### src/rtl/conv_fetch_ctrl.sv
// conv_fetch_ctrl: sequences conv input fetch commands into an address burst and
// retires each command once its returned data beats have drained through the mux.
module conv_fetch_ctrl #(
   parameter int AW  = 14,
   parameter int LW  = 14,
   parameter int IFW = 4
) (
   input  logic           clk,
   input  logic           rst,
   input  logic [AW-1:0]  cmd_addr,
   input  logic [LW-1:0]  cmd_len,
   input  logic           cmd_src,
   input  logic [2:0]     cmd_chan,
   input  logic           cmd_valid,
   output logic           cmd_ready,
   output logic [IFW-1:0] info,
   output logic [AW-1:0]  m_addr,
   output logic           m_addr_first,
   output logic           m_addr_last,
   output logic           m_addr_valid,
   input  logic           m_addr_ready,
   input  logic           d_valid,
   input  logic           d_ready,
   input  logic           d_last,
   output logic           busy,
   output logic           done,
   output logic           err
);
   typedef enum logic [2:0] {IDLE, SETUP, ISSUE, DRAIN, DONE} state_t;
   state_t        r_state, w_nstate;
   logic [AW-1:0] r_base;
   logic [LW-1:0] r_len, r_idx, r_rcnt, w_idx_n, w_rcnt_n;
   logic          r_fin, w_fin_n, w_err_n;
   logic          w_acc, w_ah, w_beat, w_count, w_final, w_err_set;
   assign cmd_ready = (r_state == IDLE);
   assign w_acc     = cmd_valid & cmd_ready;
   assign w_ah      = m_addr_valid & m_addr_ready;
   assign w_beat    = d_valid & d_ready;
   assign w_count   = w_beat & ((r_state == ISSUE) | (r_state == DRAIN));
   assign w_final   = w_count & (r_rcnt == r_len) & ~r_fin;
   // beats outside a fetch, beats past the final one, and misplaced last flags are all protocol errors
   assign w_err_set = (w_beat & ~w_count) | (w_count & (r_fin | ((r_rcnt == r_len) != d_last)));
   always_comb begin
      w_nstate = r_state;
      w_idx_n  = w_ah ? r_idx + 1'b1 : r_idx;
      w_rcnt_n = w_count ? r_rcnt + 1'b1 : r_rcnt;
      w_fin_n  = r_fin | w_final;
      w_err_n  = (w_acc ? 1'b0 : err) | w_err_set;
      if (w_acc) begin
         w_idx_n  = '0;
         w_rcnt_n = '0;
         w_fin_n  = 1'b0;
      end
      case (r_state)
         IDLE:    w_nstate = w_acc ? SETUP : IDLE;
         SETUP:   w_nstate = ISSUE;
         ISSUE:   if (w_ah & m_addr_last) w_nstate = (r_fin | w_final) ? DONE : DRAIN;
         DRAIN:   if (w_final) w_nstate = DONE;
         DONE:    w_nstate = IDLE;
         default: w_nstate = IDLE;
      endcase
   end
   always_ff @(posedge clk) begin
      if (rst) begin
         r_state      <= IDLE;
         r_base       <= '0;
         r_len        <= '0;
         r_idx        <= '0;
         r_rcnt       <= '0;
         r_fin        <= 1'b0;
         info         <= '0;
         m_addr       <= '0;
         m_addr_valid <= 1'b0;
         m_addr_first <= 1'b0;
         m_addr_last  <= 1'b0;
         busy         <= 1'b0;
         done         <= 1'b0;
         err          <= 1'b0;
      end else begin
         r_state      <= w_nstate;
         r_idx        <= w_idx_n;
         r_rcnt       <= w_rcnt_n;
         r_fin        <= w_fin_n;
         err          <= w_err_n;
         if (w_acc) begin
            r_base <= cmd_addr;
            r_len  <= cmd_len;
            info   <= IFW'({cmd_src, cmd_chan});
         end
         // address outputs are precomputed from the next index so they are registered yet on time
         if (w_nstate == ISSUE) m_addr <= r_base + AW'(w_idx_n);
         m_addr_valid <= (w_nstate == ISSUE);
         m_addr_first <= (w_nstate == ISSUE) & (w_idx_n == '0);
         m_addr_last  <= (w_nstate == ISSUE) & (w_idx_n == r_len);
         busy         <= (w_nstate != IDLE);
         done         <= (w_nstate == DONE);
      end
   end
endmodule

### config.mk
export PLATFORM = sky130hd
export DESIGN_NAME = conv_fetch_ctrl
export DESIGN_NICKNAME = d
export VERILOG_FILES = /design/src/rtl/conv_fetch_ctrl.sv
export SDC_FILE = /design/constraint.sdc
export NUM_CORES = 1
export LEC_CHECK = 0
export CORE_UTILIZATION = 50
export CTS_BUF_LIST = sky130_fd_sc_hd__clkbuf_8
export DETAILED_ROUTE_END_ITERATION = 16
export GPL_ROUTABILITY_DRIVEN = 0
export GPL_TIMING_DRIVEN = 1
export PLACE_DENSITY = 0.74
export SLEW_MARGIN = 5
export SYNTH_ARGS = -nofsm -noshare
export SYNTH_HDL_FRONTEND = slang
export SYNTH_SLANG_ARGS = --single-unit
### constraint.sdc
create_clock -name clk -period 5.3 [get_ports clk]
set_clock_uncertainty 0.05 [all_clocks]
set_input_delay 0.795 -clock clk [delete_from_list [all_inputs] [get_ports clk]]
set_output_delay 0.795 -clock clk [all_outputs]
set_load 0.02 [all_outputs]
==> metrics.csv, run 1 <==
stage,metric,value,unit
run_status,outcome,completed,
sta,final slew viol count,0,
sta,Final setup viols,0,
synth,syn nets,607,
min_path,WHS Endpoint,m_addr[4]$_SDFFE_PP0N_,
clock_network,CTS Hold Bufs,0,
synth,post-synthesis compound-gate area fraction,17.1,%
synth,Post-Synth Simple-Gate Area,24.9,%
cells_and_area,Antenna Cells,0,
min_path,worst min path class,reg -> reg,
setup_path,Reg2Reg Setup Slack,1.70,ns
sta,final period utilization,73.4,%
synth,number of enable flip-flop cells after synthesis,0,
sta,Final Hold Viols,0,
grt,largest net degree at the start of global routing,62,
placed_design,# port buffers,63,
grt,final global-route overflow total,0,
floorplanning,# IOs,64,
floorplanning,die height,96.5,um
route,WL/cell,15.2,um
clock_network,CTS resizes,0,
clock_network,TritonCTS Buffers,9,
synth,Synth Area in Adders,4.65,%
route,first drt pass iteration count,5,
power_and_ir_drop,Leak Pwr,1.92,nW
synth,Netlist cell types,67,
grt,vias in the first global route,3711,
setup_path,Setup crit start kind,input pin,
floorplanning,Row Count,34,
setup_path,Setup crit end kind,flop,
route,DRC viols,0,
clock_network,clk buf depth,2,
sta,RSZ-0062 raised after global routing,no,
power_and_ir_drop,P per Cell Area,269,nW/um2
power_and_ir_drop,Comb power frac,22.1,%
clock_network,CTS Sinks,84,
floorplanning,die footprint,9310,um2
clock_network,Root Driver,clkbuf_8,
placed_design,DP HPWL,7810,um
setup_path,CP max-delay cell,clkdlybuf4s50_1,
synth,main combinational cell family by area after synthesis,simple AND/OR/NAND/NOR gates,
synth,post-synthesis mux area share,1.60,%
setup_path,Crit path largest cell delay,0.62,ns
clock_network,postcts setup bufs,0,
power_and_ir_drop,maximum vdd drop,0.146,mV
synth,Gate Count Post-Synth,552,
setup_path,CP Cell Sequence,clkdlybuf4s50_1 -> and2_1 -> xnor2_1 -> nor2_1 -> ha_1 -> fa_1 -> a21o_1 -> a211oi_1 -> o211a_1 -> o31ai_1 -> a21oi_1 -> nand3b_1 -> nand3_1,
min_path,hold path depth,2,
route,Vias,3999,
route,First DRT Iteration DRCs,217,
setup_path,class of the most critical setup path,in -> reg,
synth,Netlist Area Pre-Place,4460,um2
setup_path,r2r startpoint,r_idx[0]$_SDFF_PP0_,
grt,initial antenna violation count,0,
synth,ys async rst share,0,%
synth,xor/xnor cell area share of the yosys netlist,9.81,%
sta,Total Neg Setup Slack,0,ns
sta,Fmax,257,MHz
power_and_ir_drop,NetSw,0.445,mW
sta,worst slew pin tran,0.897,ns
clock_network,CTS tree,built,
floorplanning,Initial Util,51.4,%
min_path,HP Start,m_addr[4]$_SDFFE_PP0N_,
synth,Avg Synthesized Cell Area,8.09,um2
setup_path,reg2reg end,m_addr[9]$_SDFFE_PP0N_,
power_and_ir_drop,P_int,0.969,mW
clock_network,clk_lat worst skew,0.36,ns
synth,predominant post-synthesis flop cell,dfxtp_1,
power_and_ir_drop,Sw Ratio,31.5,%
floorplanning,die width,96.5,um
power_and_ir_drop,Clock Power Share,27.5,%
sta,Slew headroom,39.7,%
synth,#FFs+latches synth,84,
synth,post-synthesis sequential area ratio,37.7,%
cells_and_area,layout net count,654,
cells_and_area,layout cell share with drive strength beyond 1,5.14,%
route,vias per cell,5.62,
clock_network,clock slew at reported path FFs,0.08,ns
grt,gr usage total,24.6,%
setup_path,worst path arrival time,4.08,ns
setup_path,"critical path fanouts, max",8,
power_and_ir_drop,part of the power in registers,50.4,%
sta,minimum clock period,3.89,ns
route,Detailed Route WL,10800,um
cells_and_area,area delta synth->final,17.7,%
clock_network,H-tree depth,3,
floorplanning,core area,8680,um2
route,Post-DRT Antenna Nets,0,
setup_path,"Req. time, crit path",5.49,ns
setup_path,Worst Reg2Reg Path Length in Cells,11,
synth,Synth warnings,0,
cells_and_area,Finished Core Util,60.6,%
grt,global-route wire length before repair,17400,um
flow_run,Max-cap violations,0,
registers in the layout, summed over array words and instances (netlist names), 3 cells and up:
| register | flops |
|---|---|
| r_state | 3 |
| r_rcnt | 14 |
| r_base | 14 |
| r_idx | 14 |
| info | 4 |
| r_len | 14 |
| m_addr | 14 |
critical path, delay by kind of cell:
family | cells | cell delay, ns
buf+inv | 1 | 0.62
xor+xnor | 1 | 0.22
compound gates | 5 | 1.06
fa+ha+maj | 2 | 0.68
simple gates | 4 | 0.70
cells in the final DEF (no fill, tap or decap), drive strengths merged, types with 9 or more instances in the layout:
master,instances
nor2,53
clkbuf,9
nor3,15
xor2,16
clkdlybuf4s50,62
or3,9
dfxtp,84
ha,15
nand4,9
o21ai,18
a21oi,58
nand2,103
xnor2,34
inv,13
power groups by stage:
stage | clock network [mW] | logic [mW] | registers (mW)
3_5_place_dp | 0 | 0.312 | 0.728
6_report | 0.389 | 0.313 | 0.712
3_3_place_gp | 0 | 0.307 | 0.726
2_1_floorplan | 0 | 0.190 | 0.734
5_1_grt | 0.422 | 0.345 | 0.718
4_1_cts | 0.396 | 0.314 | 0.713
area by class of cell:
class | count | area (um2)
fill | 792 | 3420
clock buffer | 9 | 124
clock inverter | 6 | 35.0
timing repair buffer | 66 | 648
multi-input combinational | 427 | 2590
inverter | 11 | 41.3
tap | 108 | 135
sequential | 84 | 1680
per-layer routing:
metal  vias to the layer above  track usage, %  part of all wire (%)
met3                        12            3.36                   4.0
met1                      1897            32.1                    47
li1                       2000               -                     -
met2                        90            40.6                    48
met4                         0            10.3                   1.6
met5                         -               0                     0
cell families (layout without fill, tap and decap cells):
| kind of cell | after synthesis | count (layout) |
|---|---|---|
| buf+inv | 41 | 92 |
| flops | 84 | 84 |
| simple gates | 233 | 233 |
| compound gates | 121 | 121 |
| fa+ha+maj | 16 | 16 |
| mux | 7 | 7 |
| xor+xnor | 50 | 50 |
worst max path at each step:
stage | from | endpoint | cells past startpoint
2_1_floorplan | cmd_valid | m_addr[12]$_SDFFE_PP0N_ | 14
3_3_place_gp | m_addr_ready | m_addr[12]$_SDFFE_PP0N_ | 13
3_5_place_dp | m_addr_ready | m_addr[12]$_SDFFE_PP0N_ | 13
4_1_cts | m_addr_ready | m_addr[12]$_SDFFE_PP0N_ | 13
5_1_grt | m_addr_ready | m_addr[12]$_SDFFE_PP0N_ | 13
6_report | m_addr_ready | m_addr[12]$_SDFFE_PP0N_ | 13
cell usage after synthesis (3+ instances only):
cell type / count / area share, %
o21a_1: 5 / 0.84
clkbuf_1: 20 / 1.7
a211oi_1: 5 / 0.84
or3_1: 6 / 0.84
dfxtp_1: 84 / 38
buf_6: 4 / 1.0
xnor2_1: 34 / 6.7
inv_1: 11 / 0.93
o31a_1: 4 / 0.78
nand2b_1: 4 / 0.56
a21o_1: 5 / 0.84
a21oi_1: 58 / 6.5
xor2_1: 16 / 3.1
a31oi_1: 3 / 0.42
nand4_1: 7 / 0.98
nand2_1: 103 / 8.7
nor3_1: 14 / 1.6
ha_1: 15 / 4.2
and2_1: 3 / 0.42
mux2i_1: 6 / 1.3
or2_2: 3 / 0.42
and3_1: 4 / 0.56
nand3_1: 8 / 0.90
o21ai_0: 16 / 1.8
nor2_1: 53 / 4.5
nor4_1: 8 / 1.1
per-stage QoR:
stage / instances / hold WS [ns] / area [um2] / power [mW] / setup slack (ns)
after floorplan: 552 / 0.391 / 4460 / 0.924 / 1.61
after global placement: 696 / 0.390 / 5100 / 1.03 / 1.21
after detailed placement: 696 / 0.395 / 5100 / 1.04 / 1.08
after CTS: 711 / 0.406 / 5260 / 1.42 / 1.44
after global routing: 711 / 0.425 / 5260 / 1.48 / 1.20
final: 711 / 0.402 / 5260 / 1.41 / 1.41
No activity file was read; power rests on OpenSTA's default activity.
==> inputs of run 2 (changes only) <==
- PLACE_DENSITY: 0.74 -> 0.77
- clock period: 5.3 -> 3.2 ns (I/O delays scaled with it)
==> run 2 against run 1 <==
Against the previous run: sequential share of layout area is 2.7 points lower; cell count increased by 7.7%; combinational power increased by 82%; worst hold slack improved by 0.0016 ns; clock-buffer cell count is 1 higher; die area unchanged; design area grew 9.4%; sequential power is 66% higher; utilization up 5.7 points; routed wire length rose by 7.8%; largest power group unchanged; highest routed layer unchanged; register-to-register slack got worse by 1.6 ns.
==> metrics.csv, run 2 (same netlist as run 1, synthesis figures left out) <==
stage,metric,value,unit,change
run_status,outcome,completed,,
clock_network,clk_lat worst skew,0.36,ns,about the same
min_path,worst min path class,reg -> reg,,
cells_and_area,layout net count,709,,+8.4%
sta,Fmax,326,MHz,
sta,minimum clock period,3.07,ns,
route,DRC viols,0,,unchanged
floorplanning,core area,8680,um2,unchanged
setup_path,r2r startpoint,r_idx[1]$_SDFF_PP0_,,
sta,Final Hold Viols,0,,unchanged
route,First DRT Iteration DRCs,189,,-13%
cells_and_area,register area,1680,um2,+0.15%
floorplanning,die footprint,9310,um2,unchanged
setup_path,CP max-delay cell,or4b_4,,
sta,Slew headroom,50.9,%,+11 points
floorplanning,die width,96.5,um,unchanged
cells_and_area,Antenna Cells,0,,unchanged
min_path,HP Start,m_addr[6]$_SDFFE_PP0N_,,
cells_and_area,layout filler cell count,754,,-4.8%
power_and_ir_drop,NetSw,0.756,mW,+70%
power_and_ir_drop,P_int,1.75,mW,+80%
placed_design,DP HPWL,8510,um,+9.0%
min_path,hold path depth,2,,unchanged
cells_and_area,area of the multi-input gates,2630,um2,+1.5%
power_and_ir_drop,Leak Pwr,2.22,nW,+15%
power_and_ir_drop,"Power, Total",2.50,mW,+77%
route,Post-DRT Antenna Nets,0,,unchanged
floorplanning,# IOs,64,,unchanged
floorplanning,Row Count,34,,unchanged
route,vias per cell,5.60,,-0.38%
clock_network,clk buf depth,2,,unchanged
grt,largest net degree at the start of global routing,62,,unchanged
setup_path,Setup crit end kind,flop,,
clock_network,CTS tree,built,,
clock_network,CTS Hold Bufs,0,,unchanged
clock_network,clock slew at reported path FFs,0.08,ns,about the same
clock_network,TritonCTS Buffers,9,,unchanged
setup_path,WP buf/inv,1,,unchanged
sta,worst slew pin tran,0.730,ns,-0.168 ns
cells_and_area,"leading cell type in the layout, fill and taps excluded",nand2_1,,
setup_path,Crit path largest cell delay,0.50,ns,-0.12 ns
setup_path,worst path arrival time,3.27,ns,-0.81 ns
floorplanning,Initial Util,51.4,%,unchanged
cells_and_area,area delta synth->final,28.8,%,
placed_design,# port buffers,63,,unchanged
cells_and_area,most frequent cells in the layout,"103 x nand2_1, 82 x dfxtp_1, 61 x clkdlybuf4s50_1",,
setup_path,"Req. time, crit path",3.41,ns,-2.08 ns
setup_path,class of the most critical setup path,in -> reg,,
route,Vias,4292,,+7.3%
power_and_ir_drop,P per Cell Area,435,nW/um2,+62%
placed_design,"worst slack, placed",-0.390,ns,-1.47 ns
power_and_ir_drop,Comb power frac,22.8,%,+0.7 points
grt,initial antenna violation count,0,,unchanged
flow_run,Max-cap violations,0,,unchanged
floorplanning,die height,96.5,um,unchanged
power_and_ir_drop,maximum vdd drop,0.236,mV,+61%
clock_network,CTS Sinks,84,,unchanged
grt,final global-route overflow total,0,,unchanged
setup_path,CP Cell Sequence,clkdlybuf4s50_1 -> or4b_4 -> nand2b_1 -> mux2i_1 -> ha_1 -> o21ai_0 -> o21bai_1 -> a21oi_2 -> o211ai_1 -> a41oi_2 -> xnor2_1 -> a21o_1,,
route,WL/cell,15.2,um,about the same
setup_path,"critical path fanouts, max",3,,-5
power_and_ir_drop,part of the power in registers,47.1,%,-3.3 points
sta,post-route worst setup slack,0.131,ns,-1.28 ns
sta,final period utilization,95.9,%,
route,Detailed Route WL,11700,um,+7.8%
setup_path,Setup crit start kind,input pin,,
grt,vias in the first global route,4054,,+9.2%
power_and_ir_drop,Sw Ratio,30.2,%,-1.3 points
grt,gr usage total,26.1,%,+1.5 points
sta,Final setup viols,0,,unchanged
setup_path,Worst Reg2Reg Path Length in Cells,11,,unchanged
setup_path,top cell family by delay on the critical path,compound AO/OA/AOI/OAI gates,,
setup_path,CP Depth,12,,-1
route,first drt pass iteration count,8,,+3
sta,hold slack,0.404,ns,+0.00156 ns
setup_path,Critical Path Start,cmd_valid,,
sta,final slew viol count,0,,unchanged
clock_network,Root Driver,clkbuf_8,,
clock_network,H-tree depth,3,,unchanged
grt,global-route wire length before repair,18700,um,+7.3%
cells_and_area,layout cell share with drive strength beyond 1,14.9,%,+9.8 points
power_and_ir_drop,Clock Power Share,30.1,%,+2.6 points
run 2: cell types whose count changed in the layout (fill, tap and decap cells not counted), moves of 2 or more:
| cell | previous run | this run |
|---|---|---|
| a21oi_1 | 58 | 55 |
| dfxtp_1 | 84 | 82 |
| dfxtp_2 | 0 | 2 |
| a211oi_1 | 5 | 3 |
| a21oi_2 | 0 | 3 |
| buf_4 | 3 | 56 |
| a211oi_2 | 0 | 2 |
| buf_6 | 0 | 2 |
run 2: power groups by stage:
stage,Clock [mW],Sequential (mW),Combinational (mW)
6_report,0.754,1.18,0.571
5_1_grt,0.809,1.19,0.620
3_5_place_dp,0,1.20,0.556
3_3_place_gp,0,1.20,0.540
2_1_floorplan,0,1.22,0.317
4_1_cts,0.760,1.18,0.558
run 2: what timing repair did:
| item | CTS | global route |
|---|---|---|
| pin swaps | 0 | 2 |
| gates resized for setup | 1 | 14 |
| hold endpoints to repair | 0 | 0 |
| buffers inserted | 0 | 1 |
| endpoints found under the setup margin | 3 | 4 |
run 2: metrics by stage:
| stage | instance area [um2] | cells | util, % | setup TNS (ns) |
|---|---|---|---|---|
| 3_5_place_dp | 5500 | 750 | 63.4 | -2.63 |
| 5_1_grt | 5750 | 766 | 66.2 | -0.0467 |
| 4_1_cts | 5690 | 765 | 65.6 | 0 |
| 2_1_floorplan | 4470 | 552 | - | 0 |
| 6_report | 5750 | 766 | 66.2 | 0 |
| 3_3_place_gp | 5500 | 750 | 63.4 | -1.96 |
run 2: cell type report:
class                      instances  share of cell area, %
multi-input combinational        427                   45.7
sequential                        84                   29.3
timing repair buffer             121                   18.6
clock buffer                      10                   2.39
tap                              108                   2.35
clock inverter                     5                  0.936
inverter                          11                  0.718
run 2: final timing paths:
kind                             end  slack [ns]
max reg2reg   m_addr[9]$_SDFFE_PP0N_        0.14
max          m_addr[13]$_SDFFE_PP0N_        0.13
min reg2reg   m_addr[6]$_SDFFE_PP0N_        0.40
min           m_addr[6]$_SDFFE_PP0N_        0.40
run 2: tightest hold or removal path, stage by stage (launching register included):
cell and delay, ns:
dfxtp_1 0.31, nand2_1 0.05, a21oi_1 0.05
run 2: metal layers:
metal | wire, um | up-vias | track usage (%)
li1 | - | 2117 | -
met2 | 5770 | 120 | 44.8
met3 | 532 | 16 | 3.68
met1 | 5170 | 2039 | 32.8
met4 | 186 | 0 | 10.7
met5 | 0 | - | 0
==> inputs of run 3 (changes only) <==
- PLACE_DENSITY: 0.77 -> 0.74
- clock period: 3.2 -> 3.1 ns (I/O delays scaled with it)
==> run 3 against run 2 <==
Against the previous run: non-clock buffer count increased by 5; critical path type unchanged; clock-buffer cell count stayed put; sequential power about the same; largest cell class unchanged; clock power is 7.2% higher; largest power group unchanged; register-to-register slack worse by 0.04 ns; first-iteration DRC count up 0.53%; setup slack got worse by 0.041 ns; highest routed layer unchanged; power rose by 4.6%; die area stayed put.
==> metrics.csv, run 3 (same netlist as run 1, synthesis figures left out) <==
stage,metric,value,unit,change
floorplanning,Initial Util,51.4,%,unchanged
min_path,HP Start,info[2]$_SDFFE_PP0P_,,
route,first drt pass iteration count,6,,-2
power_and_ir_drop,Leak Pwr,2.25,nW,+1.6%
clock_network,Root Driver,clkbuf_8,,
placed_design,placed cell area,5540,um2,+0.64%
setup_path,worst path arrival time,3.22,ns,-0.05 ns
setup_path,Critical Path Start,cmd_valid,,
cells_and_area,Antenna Cells,0,,unchanged
clock_network,CTS Sinks,84,,unchanged
route,WL/cell,15.4,um,+1.3%
clock_network,clk buf depth,2,,unchanged
setup_path,"critical path fanouts, max",3,,unchanged
clock_network,H-tree depth,3,,unchanged
flow_run,Max-cap violations,0,,unchanged
grt,vias in the first global route,4131,,+1.9%
sta,post-route worst setup slack,0.0903,ns,-0.0409 ns
grt,global-route wire length before repair,19000,um,+1.8%
sta,Slew headroom,50.9,%,about the same
sta,hold slack,0.405,ns,+0.00102 ns
route,Post-DRT Antenna Nets,0,,unchanged
sta,Final Hold Viols,0,,unchanged
sta,Final setup viols,0,,unchanged
route,Detailed Route WL,11900,um,+2.1%
clock_network,clock slew at reported path FFs,0.09,ns,about the same
setup_path,Reg2Reg Setup Slack,0.10,ns,-0.04 ns
route,Vias,4316,,+0.56%
sta,worst slew pin tran,0.729,ns,-0.000344 ns
floorplanning,# IOs,64,,unchanged
grt,largest net degree at the start of global routing,62,,unchanged
sta,final slew viol count,0,,unchanged
cells_and_area,layout net count,714,,+0.71%
sta,minimum clock period,3.01,ns,
sta,Fmax,332,MHz,
power_and_ir_drop,NetSw,0.804,mW,+6.4%
setup_path,r2r startpoint,r_idx[2]$_SDFF_PP0_,,
clock_network,clk_lat worst skew,0.37,ns,about the same
power_and_ir_drop,part of the power in registers,46.4,%,-0.7 points
grt,final global-route overflow total,0,,unchanged
setup_path,"Req. time, crit path",3.31,ns,-0.10 ns
placed_design,DP HPWL,8710,um,+2.3%
min_path,worst min path class,reg -> reg,,
floorplanning,die footprint,9310,um2,unchanged
placed_design,"worst slack, placed",-0.462,ns,-0.0715 ns
clock_network,CTS tree,built,,
run_status,outcome,completed,,
floorplanning,Row Count,34,,unchanged
floorplanning,core area,8680,um2,unchanged
grt,gr usage total,26.9,%,+0.77 points
cells_and_area,area delta synth->final,30.0,%,
route,vias per cell,5.59,,-0.22%
setup_path,class of the most critical setup path,in -> reg,,
power_and_ir_drop,Comb power frac,22.8,%,about the same
power_and_ir_drop,Clock Power Share,30.9,%,+0.8 points
power_and_ir_drop,"Power, Total",2.62,mW,+4.6%
power_and_ir_drop,P per Cell Area,451,nW/um2,+3.7%
route,First DRT Iteration DRCs,190,,+0.53%
cells_and_area,"leading cell type in the layout, fill and taps excluded",nand2_1,,
power_and_ir_drop,P_int,1.81,mW,+3.9%
grt,initial antenna violation count,0,,unchanged
sta,final period utilization,97.1,%,
placed_design,# port buffers,63,,unchanged
sta,Total Neg Setup Slack,0,ns,unchanged
power_and_ir_drop,maximum vdd drop,0.253,mV,+7.2%
cells_and_area,most frequent cells in the layout,"103 x nand2_1, 80 x dfxtp_1, 63 x buf_4",,
power_and_ir_drop,Sw Ratio,30.7,%,+0.50 points
cells_and_area,layout cell share with drive strength beyond 1,16.4,%,+1.5 points
floorplanning,die height,96.5,um,unchanged
setup_path,Setup crit start kind,input pin,,
clock_network,CTS Hold Bufs,0,,unchanged
cells_and_area,Final Cell Area,5800,um2,+0.94%
floorplanning,die width,96.5,um,unchanged
route,DRC viols,0,,unchanged
setup_path,Setup crit end kind,flop,,
clock_network,TritonCTS Buffers,9,,unchanged
[run 3: power by group through the flow]
stage | clock network (mW) | logic (mW) | registers, mW
after detailed placement | 0 | 0.586 | 1.24
final | 0.808 | 0.597 | 1.21
after CTS | 0.818 | 0.589 | 1.21
after floorplan | 0 | 0.327 | 1.26
after global placement | 0 | 0.571 | 1.23
after global routing | 0.867 | 0.655 | 1.22
[run 3: worst paths after layout]
check                             to  cells past startpoint
min             info[2]$_SDFFE_PP0P_                      2
max reg2reg   m_addr[9]$_SDFFE_PP0N_                     10
min reg2reg     info[2]$_SDFFE_PP0P_                      2
max          m_addr[13]$_SDFFE_PP0N_                     12
[run 3: cell type report]
class / count / area, um2
flip-flops and latches: 84 / 1690
fillers: 745 / 2880
multi-input cells: 427 / 2640
well taps: 108 / 135
inverters: 11 / 41.3
clock buffers: 10 / 138
clock inverters: 6 / 65.1
repair buffers: 126 / 1100
[run 3: timing repair]
item	in CTS	in global routing
endpoints found under the setup margin	5	6
resized for setup	3	15
buffers inserted	0	2
pin swaps	0	5
[run 3: metal layers]
metal	GRT usage [%]	vias up	part of all wire, %
li1	-	2122	-
met1	33.5	2037	44
met2	44.2	123	48
met3	4.62	34	4.3
met4	14.2	0	3.1
met5	0	-	0
[run 3: stage by stage]
stage	utilization, %	instances
floorplan	-	552
global placement	63.8	754
detailed placement	63.8	754
CTS	66.2	770
global route	66.9	772
finish	66.9	772
[run 3: worst max-delay path, stage by stage]
cell	delay, ns
clkdlybuf4s50_1	0.49
or4b_4	0.50
nand2b_1	0.10
mux2i_1	0.13
ha_1	0.34
o21ai_1	0.09
o21bai_1	0.24
a21oi_2	0.10
o211ai_1	0.28
a41oi_2	0.17
xnor2_1	0.15
a21o_1	0.17
